`src/rtl/ascon_perm_sequencer_if.sv`:
```
// Handshake and strobe bundle between the AEAD control/datapath and the
// Ascon permutation sequencer.
interface ascon_perm_sequencer_if #(
   parameter int unsigned CNT_W = 4
);
   logic             i_start;
   logic             i_has_ad;
   logic             i_blk_valid;
   logic             i_blk_last;
   logic             o_blk_ready;
   logic             o_load_init;
   logic             o_absorb;
   logic             o_round_en;
   logic [CNT_W-1:0] o_round_idx;
   logic             o_fin_key_pre;
   logic             o_enable_xor_key;
   logic             o_enable_xor_lsb;
   logic             o_tag_valid;
   logic             i_tag_ready;
   logic             o_ready;
   logic             o_busy;

   // Sequencer side
   modport slave (
      input  i_start, i_has_ad, i_blk_valid, i_blk_last, i_tag_ready,
      output o_blk_ready, o_load_init, o_absorb, o_round_en, o_round_idx,
             o_fin_key_pre, o_enable_xor_key, o_enable_xor_lsb,
             o_tag_valid, o_ready, o_busy
   );

   // Control / datapath side
   modport master (
      output i_start, i_has_ad, i_blk_valid, i_blk_last, i_tag_ready,
      input  o_blk_ready, o_load_init, o_absorb, o_round_en, o_round_idx,
             o_fin_key_pre, o_enable_xor_key, o_enable_xor_lsb,
             o_tag_valid, o_ready, o_busy
   );
endinterface

```
`src/rtl/ascon_perm_sequencer.sv`:
```
// Ascon AEAD pass sequencer: drives the permutation round enables, round
// constant index and end-of-permutation XOR strobes for one full pass
// (init load, p^a, key/domain XOR, AD/data absorption with p^b,
// finalization p^a, tag). Holds no state data itself.
module ascon_perm_sequencer #(
   parameter int unsigned ROUNDS_A = 12,
   parameter int unsigned ROUNDS_B = 6,
   parameter int unsigned CNT_W    = 4
) (
   input logic                   i_clk,
   input logic                   i_rst_n,
   ascon_perm_sequencer_if.slave bus
);

   typedef enum logic [3:0] {
      IDLE,
      INIT_LOAD,
      INIT_PERM,
      INIT_XOR,
      WAIT_BLK,
      BLK_PERM,
      DSEP,
      FIN_PRE,
      FIN_PERM,
      FIN_XOR,
      TAG
   } state_e;

   localparam logic [CNT_W-1:0] LAST_IDX  = CNT_W'(ROUNDS_A - 1);
   localparam logic [CNT_W-1:0] BLK_FIRST = CNT_W'(ROUNDS_A - ROUNDS_B);

   state_e           state_q, state_d;
   logic [CNT_W-1:0] cnt_q, cnt_d;
   logic             ad_phase_q, ad_phase_d;
   logic             blk_ad_last_q, blk_ad_last_d;

   logic             ready_q, ready_d;
   logic             load_init_q, load_init_d;
   logic             round_en_q, round_en_d;
   logic             fin_key_pre_q, fin_key_pre_d;
   logic             xor_key_q, xor_key_d;
   logic             xor_lsb_q, xor_lsb_d;
   logic             blk_ready_q, blk_ready_d;
   logic             tag_valid_q, tag_valid_d;

   logic             blk_xfer;

   assign blk_xfer = blk_ready_q & bus.i_blk_valid;

   // Next state, counter and flags; outputs are decoded from the next state
   // so that they come straight out of flops and line up with the state.
   always_comb begin
      state_d       = state_q;
      cnt_d         = cnt_q;
      ad_phase_d    = ad_phase_q;
      blk_ad_last_d = blk_ad_last_q;

      unique case (state_q)
         IDLE: begin
            if (bus.i_start) begin
               ad_phase_d = bus.i_has_ad;
               state_d    = INIT_LOAD;
            end
         end
         INIT_LOAD: begin
            cnt_d   = '0;
            state_d = INIT_PERM;
         end
         INIT_PERM: begin
            if (cnt_q == LAST_IDX) begin
               cnt_d   = '0;
               state_d = INIT_XOR;
            end else begin
               cnt_d = cnt_q + CNT_W'(1);
            end
         end
         INIT_XOR: begin
            state_d = WAIT_BLK;
         end
         WAIT_BLK: begin
            if (blk_xfer) begin
               blk_ad_last_d = ad_phase_q & bus.i_blk_last;
               if (!ad_phase_q && bus.i_blk_last) begin
                  state_d = FIN_PRE;
               end else begin
                  cnt_d   = BLK_FIRST;
                  state_d = BLK_PERM;
               end
            end
         end
         BLK_PERM: begin
            if (cnt_q == LAST_IDX) begin
               cnt_d   = '0;
               state_d = blk_ad_last_q ? DSEP : WAIT_BLK;
            end else begin
               cnt_d = cnt_q + CNT_W'(1);
            end
         end
         DSEP: begin
            ad_phase_d    = 1'b0;
            blk_ad_last_d = 1'b0;
            state_d       = WAIT_BLK;
         end
         FIN_PRE: begin
            cnt_d   = '0;
            state_d = FIN_PERM;
         end
         FIN_PERM: begin
            if (cnt_q == LAST_IDX) begin
               cnt_d   = '0;
               state_d = FIN_XOR;
            end else begin
               cnt_d = cnt_q + CNT_W'(1);
            end
         end
         FIN_XOR: begin
            state_d = TAG;
         end
         TAG: begin
            if (bus.i_tag_ready) begin
               state_d = IDLE;
            end
         end
         default: begin
            state_d = IDLE;
            cnt_d   = '0;
         end
      endcase

      ready_d       = (state_d == IDLE);
      load_init_d   = (state_d == INIT_LOAD);
      round_en_d    = (state_d == INIT_PERM) || (state_d == BLK_PERM) ||
                      (state_d == FIN_PERM);
      fin_key_pre_d = (state_d == FIN_PRE);
      xor_key_d     = (state_d == INIT_XOR) || (state_d == FIN_XOR);
      xor_lsb_d     = ((state_d == INIT_XOR) && !ad_phase_d) || (state_d == DSEP);
      blk_ready_d   = (state_d == WAIT_BLK);
      tag_valid_d   = (state_d == TAG);
   end

   // State, counter, flags and registered Moore outputs
   always_ff @(posedge i_clk or negedge i_rst_n) begin
      if (!i_rst_n) begin
         state_q       <= IDLE;
         cnt_q         <= '0;
         ad_phase_q    <= 1'b0;
         blk_ad_last_q <= 1'b0;
         ready_q       <= 1'b1;
         load_init_q   <= 1'b0;
         round_en_q    <= 1'b0;
         fin_key_pre_q <= 1'b0;
         xor_key_q     <= 1'b0;
         xor_lsb_q     <= 1'b0;
         blk_ready_q   <= 1'b0;
         tag_valid_q   <= 1'b0;
      end else begin
         state_q       <= state_d;
         cnt_q         <= cnt_d;
         ad_phase_q    <= ad_phase_d;
         blk_ad_last_q <= blk_ad_last_d;
         ready_q       <= ready_d;
         load_init_q   <= load_init_d;
         round_en_q    <= round_en_d;
         fin_key_pre_q <= fin_key_pre_d;
         xor_key_q     <= xor_key_d;
         xor_lsb_q     <= xor_lsb_d;
         blk_ready_q   <= blk_ready_d;
         tag_valid_q   <= tag_valid_d;
      end
   end

   // The counter sits at 0 outside permutation states, so it doubles as
   // the round constant index output.
   assign bus.o_ready          = ready_q;
   assign bus.o_busy           = ~ready_q;
   assign bus.o_load_init      = load_init_q;
   assign bus.o_round_en       = round_en_q;
   assign bus.o_round_idx      = cnt_q;
   assign bus.o_fin_key_pre    = fin_key_pre_q;
   assign bus.o_enable_xor_key = xor_key_q;
   assign bus.o_enable_xor_lsb = xor_lsb_q;
   assign bus.o_blk_ready      = blk_ready_q;
   assign bus.o_absorb         = blk_xfer;
   assign bus.o_tag_valid      = tag_valid_q;

endmodule

```
`src/flat_wrapper.sv`:
```
// flat-port wrapper written by rule: the top's interface ports become plain ports
module ascon_perm_sequencer_flat 
#(
   parameter int unsigned ROUNDS_A = 12,
   parameter int unsigned ROUNDS_B = 6,
   parameter int unsigned CNT_W    = 4
)
  (i_clk, i_rst_n, bus_i_start, bus_i_has_ad, bus_i_blk_valid, bus_i_blk_last, bus_i_tag_ready, bus_o_blk_ready, bus_o_load_init, bus_o_absorb, bus_o_round_en, bus_o_round_idx, bus_o_fin_key_pre, bus_o_enable_xor_key, bus_o_enable_xor_lsb, bus_o_tag_valid, bus_o_ready, bus_o_busy);
  ascon_perm_sequencer_if #(.CNT_W(CNT_W)) bus_i ();
  input logic i_clk;
  input logic i_rst_n;
  input wire logic [$bits(bus_i.i_start)-1:0] bus_i_start;
  input wire logic [$bits(bus_i.i_has_ad)-1:0] bus_i_has_ad;
  input wire logic [$bits(bus_i.i_blk_valid)-1:0] bus_i_blk_valid;
  input wire logic [$bits(bus_i.i_blk_last)-1:0] bus_i_blk_last;
  input wire logic [$bits(bus_i.i_tag_ready)-1:0] bus_i_tag_ready;
  output wire logic [$bits(bus_i.o_blk_ready)-1:0] bus_o_blk_ready;
  output wire logic [$bits(bus_i.o_load_init)-1:0] bus_o_load_init;
  output wire logic [$bits(bus_i.o_absorb)-1:0] bus_o_absorb;
  output wire logic [$bits(bus_i.o_round_en)-1:0] bus_o_round_en;
  output wire logic [$bits(bus_i.o_round_idx)-1:0] bus_o_round_idx;
  output wire logic [$bits(bus_i.o_fin_key_pre)-1:0] bus_o_fin_key_pre;
  output wire logic [$bits(bus_i.o_enable_xor_key)-1:0] bus_o_enable_xor_key;
  output wire logic [$bits(bus_i.o_enable_xor_lsb)-1:0] bus_o_enable_xor_lsb;
  output wire logic [$bits(bus_i.o_tag_valid)-1:0] bus_o_tag_valid;
  output wire logic [$bits(bus_i.o_ready)-1:0] bus_o_ready;
  output wire logic [$bits(bus_i.o_busy)-1:0] bus_o_busy;
  assign bus_i.i_start = bus_i_start;
  assign bus_i.i_has_ad = bus_i_has_ad;
  assign bus_i.i_blk_valid = bus_i_blk_valid;
  assign bus_i.i_blk_last = bus_i_blk_last;
  assign bus_i.i_tag_ready = bus_i_tag_ready;
  assign bus_o_blk_ready = bus_i.o_blk_ready;
  assign bus_o_load_init = bus_i.o_load_init;
  assign bus_o_absorb = bus_i.o_absorb;
  assign bus_o_round_en = bus_i.o_round_en;
  assign bus_o_round_idx = bus_i.o_round_idx;
  assign bus_o_fin_key_pre = bus_i.o_fin_key_pre;
  assign bus_o_enable_xor_key = bus_i.o_enable_xor_key;
  assign bus_o_enable_xor_lsb = bus_i.o_enable_xor_lsb;
  assign bus_o_tag_valid = bus_i.o_tag_valid;
  assign bus_o_ready = bus_i.o_ready;
  assign bus_o_busy = bus_i.o_busy;
  ascon_perm_sequencer #(.ROUNDS_A(ROUNDS_A), .ROUNDS_B(ROUNDS_B), .CNT_W(CNT_W)) u_core (.i_clk(i_clk), .i_rst_n(i_rst_n), .bus(bus_i));
endmodule
```
`config.mk`:
```
export PLATFORM = sky130hd
export DESIGN_NAME = ascon_perm_sequencer_flat
export DESIGN_NICKNAME = d
export VERILOG_FILES = /design/src/rtl/ascon_perm_sequencer_if.sv /design/src/rtl/ascon_perm_sequencer.sv /design/src/flat_wrapper.sv
export SDC_FILE = /design/constraint.sdc
export NUM_CORES = 1
export LEC_CHECK = 0
export BUFFER_PORTS_ARGS = -buffer_cell sky130_fd_sc_hd__buf_2
export CORE_MARGIN = 2
export CORE_UTILIZATION = 34
export DETAILED_ROUTE_END_ITERATION = 10
export GPL_ROUTABILITY_DRIVEN = 0
export PLACE_DENSITY = 0.56
export SLEW_MARGIN = 30
export SYNTH_ARGS = -nofsm -noshare
export SYNTH_HDL_FRONTEND = slang
export SYNTH_SLANG_ARGS = --single-unit
export TNS_END_PERCENT = 1
```
`constraint.sdc`:
```
create_clock -name i_clk -period 5.6 [get_ports i_clk]
set_clock_uncertainty 0.05 [all_clocks]
set_input_delay 1.12 -clock i_clk [delete_from_list [all_inputs] [get_ports i_clk]]
set_output_delay 1.12 -clock i_clk [all_outputs]
set_load 0.05 [all_outputs]
```
Yosys cells after proc, flatten, opt, wreduce, memory -nomap -nowiden
Index checks and enable logic that the tools add are counted.
{"block": "word_totals", "elab_cells": 73, "regBits": 18, "output_inout_bits": 14, "inputBits": 7}
{"block": "classes", "addsub": 1, "reduce_logical": 16, "eq_ne": 23, "n_mux": 17, "bitwise_logic": 4}
{"operator": "$pmux 4 s10", "n": 1}
{"operator": "$mux 4", "n": 9}
{"operator": "$eq 4x3->1 const B", "n": 8}
{"operator": "$eq 4x4->1 const B", "n": 7}
{"operator": "$eq 4x2->1 const B", "n": 4}
{"operator": "$pmux 4 s3", "n": 1}
{"operator": "$eq 4x1->1 const B", "n": 2}
{"operator": "$logic_not 4->1", "n": 2}
{"operator": "$reduce_or 5->1", "n": 1}
{"operator": "$add 4x1->4 const B", "n": 1}
{"operator": "$logic_or 1x1->1", "n": 4}
{"operator": "$mux 2", "n": 2}
{"operator": "$ne 2x2->1 const B", "n": 2}
{"operator": "$pmux 1 s2", "n": 2}
{"operator": "$reduce_and 3->1", "n": 1}
{"operator": "$reduce_or 3->1", "n": 1}
{"operator": "$and 1x1->1", "n": 2}
{"operator": "$logic_and 1x1->1", "n": 2}
{"operator": "$logic_not 1->1", "n": 2}
{"operator": "$mux 1", "n": 2}
{"operator": "$not 1->1", "n": 2}
{"operator": "$reduce_and 2->1", "n": 1}
{"operator": "$reduce_bool 2->1", "n": 1}
{"operator": "$reduce_or 2->1", "n": 1}

Depth between registers and ports, before layout
{"block": "logic_depth", "ltp_word": 8, "mapped_depth": 7, "depth_no_buf": 6}

Least setup slack after synthesis
OpenSTA, ideal clock, no wires.
{"block": "synth_path", "path_kind": "in2out", "startpoint": "in bus_i_blk_valid", "endpoint": "out bus_o_absorb", "path_slack_ns": 2.901, "arrival_time_ns": 1.529, "n_path_buf": 0, "required_ns": 4.430, "cell_stages": 2, "cell_sequence": "nand2_1 > inv_1"}
{"block": "synth_via", "elab_chain_len": 1}
{"element": "start: declaration", "line_no": "flat_wrapper.sv:14", "text": "input wire logic [$bits(bus_i.i_blk_valid)-1:0] bus_i_blk_valid;"}
{"element": "$and 1x1->1", "line_no": "ascon_perm_sequencer.sv:48", "text": "assign blk_xfer = blk_ready_q & bus.i_blk_valid;"}
{"element": "end: declaration", "line_no": "flat_wrapper.sv:19", "text": "output wire logic [$bits(bus_i.o_absorb)-1:0] bus_o_absorb;"}
No other way between the ends.

Worst setup path after layout
Same ends and word-level chain as after synthesis.

==> results.cfg <==
[status]
status = finished clean

[layout]
antennaDiodeCount = 0
mostFrequentLayoutCell = buf_2
layout-drive-gt1-share_pct = 27.0
area_growth_pct = 13.4
final_area_mm2 = 0.00111
mostFrequentLayoutCells = 20 x buf_2, 17 x dfrtp_1, 8 x nand2_1
fin_nets = 124

[pwr]
ir_drop_v = 0.000278
switching_power_uw = 324
power.internal_uw = 336
p_leak_nw = 0.519
power_density_mw_per_mm2 = 593
seqPwrFrac_pct = 35.5
clockPowerShare_pct = 12.6
comb_power_share_pct = 51.8
swShare_pct = 49.1

[yosys]
async_flop_share_pct = 100
synth_seq_area_share_pct = 46.0
synth_ff_type = dfrtp_1
synth_edf_count = 0
synth.lib_cells_used.distinct = 40
synth_seq_cells = 18
syn_area_per_cell_um2 = 10.2
syn_inst = 96
ys_warn_count = 0
syn_area_um2 = 982
syn_nets = 104

[critical_path]
path_cells = buf_2 > nand2_1 > inv_1 > buf_2
critical_path_class = in2out
cp_slowest_cell = buf_2
crit_top_cell = buf_2
r2r_slack_ns = 3.52
crit_family = buffers and inverters
r2r-start = u_core.bus.o_round_idx[0]
rr_worst_depth = 6
arrival_ns = 1.60
crit_path_start_kind = input port
timing.critical_path.to_type = primary output
critPathMaxFanout = 4
path_buf_inv = 3
required_ns = 4.43
max_stage_delay_ns = 0.25
r2r_end = u_core.bus.o_ready

[run]
max-cap-violations = 0

[min_path]
min_to = u_core.bus.o_round_idx[1]
hp-start = u_core.bus.o_round_idx[1]
hold_depth = 1
min_path_type = reg2reg

[clock_network]
cts_sinks = 18
cts_htree_levels = 1
clock_latency_ns = 0.30
clock-root-buffer = clkbuf_4
clk_path_buf_depth = 2
cts.clk_slew.worst_paths_ns = 0.11
hold_buffers = 0
cts_resized = 0
cts_setup_buffers = 0
numCtsBuffers = 3
cts_tree = yes

[floorplanning]
die_x_um = 57.7
core_mm2 = 0.00276
rows = 19
die_area_mm2 = 0.00333
die_h_um = 57.7
start_util_pct = 35.6
io_pins = 21

[routing]
wl_per_cell_um = 13.8
post_drt_via_cell_ratio = 5.36
vias = 783
drt_iter0_drc = 18
drt-total-wl_mm = 2.02
drt_first_pass_iters = 4
antenna_left = 0
drc_errors = 0

[global_route]
grt_pass1_wl_mm = 3.06
grt.total_usage_pct = 12.3
overflow = 0
grt_pass1_vias = 664
antenna_found_initial = 0
grt_max_degree = 19

[sta]
fin_setup_tns_ns = 0
worstMarginPinSlew_ns = 0.645
fin_crit_sh_pct = 49.5
maxSlewHeadroom_pct = 56.9
drv_slew = 0
rsz0062_at_grt = false
clock.fmax_ghz = 0.360
hold_viol_final = 0
setup_violations = 0
layout_min_cycle_time_ns = 2.77

[place]
place_hpwl_mm = 1.47
io_buffers = 20
dpl_cell_area_mm2 = 0.00108
==> registers in the layout (all words and copies together) (netlist names) <==
name                         cells
u_core.bus.o_tag_valid           1
u_core.ad_phase_q                1
u_core.state_q                   4
u_core.bus.o_blk_ready           1
u_core.bus.o_round_idx           4
u_core.bus.o_fin_key_pre         1
u_core.bus.o_enable_xor_key      1
u_core.bus.o_load_init           1
u_core.bus.o_round_en            1
u_core.bus.o_enable_xor_lsb      1
u_core.bus.o_ready               1
u_core.blk_ad_last_q             1
==> final cells by class <==
type	count	area (µm²)
Clock buffer	4	36.3
Fill cell	283	1640
Inverter	4	15.0
Multi-Input combinational cell	69	472
Sequential cell	18	452
Tap cell	31	38.8
Timing Repair Buffer	20	100
==> power groups by stage <==
stage | Combinational (mW) | Sequential, mW | Clock (mW)
after floorplan | 0.239 | 0.286 | 0
after global placement | 0.340 | 0.235 | 0
after detailed placement | 0.344 | 0.237 | 0
after CTS | 0.346 | 0.234 | 0.0866
after global routing | 0.371 | 0.241 | 0.0901
final | 0.342 | 0.235 | 0.0834
==> Yosys cell counts (2+ instances only) <==
library cell | number | share of area (%)
dfrtp_1 | 17 | 43
nand2_1 | 8 | 3.1
nor2_1 | 7 | 2.7
nor2b_1 | 7 | 4.5
o21ai_0 | 5 | 2.5
a21oi_1 | 4 | 2.0
inv_1 | 4 | 1.5
buf_6 | 3 | 3.4
nand2b_1 | 3 | 1.9
nand3b_1 | 3 | 2.3
xnor2_1 | 3 | 2.7
buf_2 | 2 | 1.0
nand4b_1 | 2 | 1.8
nor4_1 | 2 | 1.3
==> layer usage <==
layer	up-vias	global-route usage, %	part of all wire, %
li1	379	-	-
met1	381	18.1	50
met2	19	17.5	45
met3	4	2.01	4.1
met4	0	5.98	1.1
met5	-	0	0
==> worst max path at each step <==
| stage | slack (ns) | endpoint | startpoint | cells past startpoint |
|---|---|---|---|---|
| 3_5_place_dp | 2.82 | bus_o_absorb | bus_i_blk_valid | 4 |
| 2_1_floorplan | 2.90 | bus_o_absorb | bus_i_blk_valid | 2 |
| 4_1_cts | 2.82 | bus_o_absorb | bus_i_blk_valid | 4 |
| 3_3_place_gp | 2.84 | bus_o_absorb | bus_i_blk_valid | 4 |
| 5_1_grt | 2.78 | bus_o_absorb | bus_i_blk_valid | 4 |
| 6_report | 2.83 | bus_o_absorb | bus_i_blk_valid | 4 |
==> cell families (layout without fill, tap and decap cells) <==
family	count (synthesis)	in the layout	share of synthesized area, %
flip-flops	18	18	46.0
buffers and inverters	9	28	5.99
multiplexers	1	1	1.02
AO/OA/AOI/OAI	23	23	17.8
XOR/XNOR	3	3	2.68
adder cells (fa/ha/maj)	1	1	1.27
AND/OR/NAND/NOR	41	41	25.2
==> per-stage QoR <==
step | worst slack [ns] | power [mW] | hold WS, ns | util (%) | cells
2_1_floorplan | 2.90 | 0.524 | 0.429 | - | 96
3_3_place_gp | 2.84 | 0.575 | 0.463 | 39.1 | 142
3_5_place_dp | 2.82 | 0.581 | 0.466 | 39.1 | 142
4_1_cts | 2.82 | 0.666 | 0.491 | 40.4 | 146
5_1_grt | 2.78 | 0.703 | 0.520 | 40.4 | 146
6_report | 2.83 | 0.661 | 0.487 | 40.4 | 146
Power figures use the tool's default switching activity.
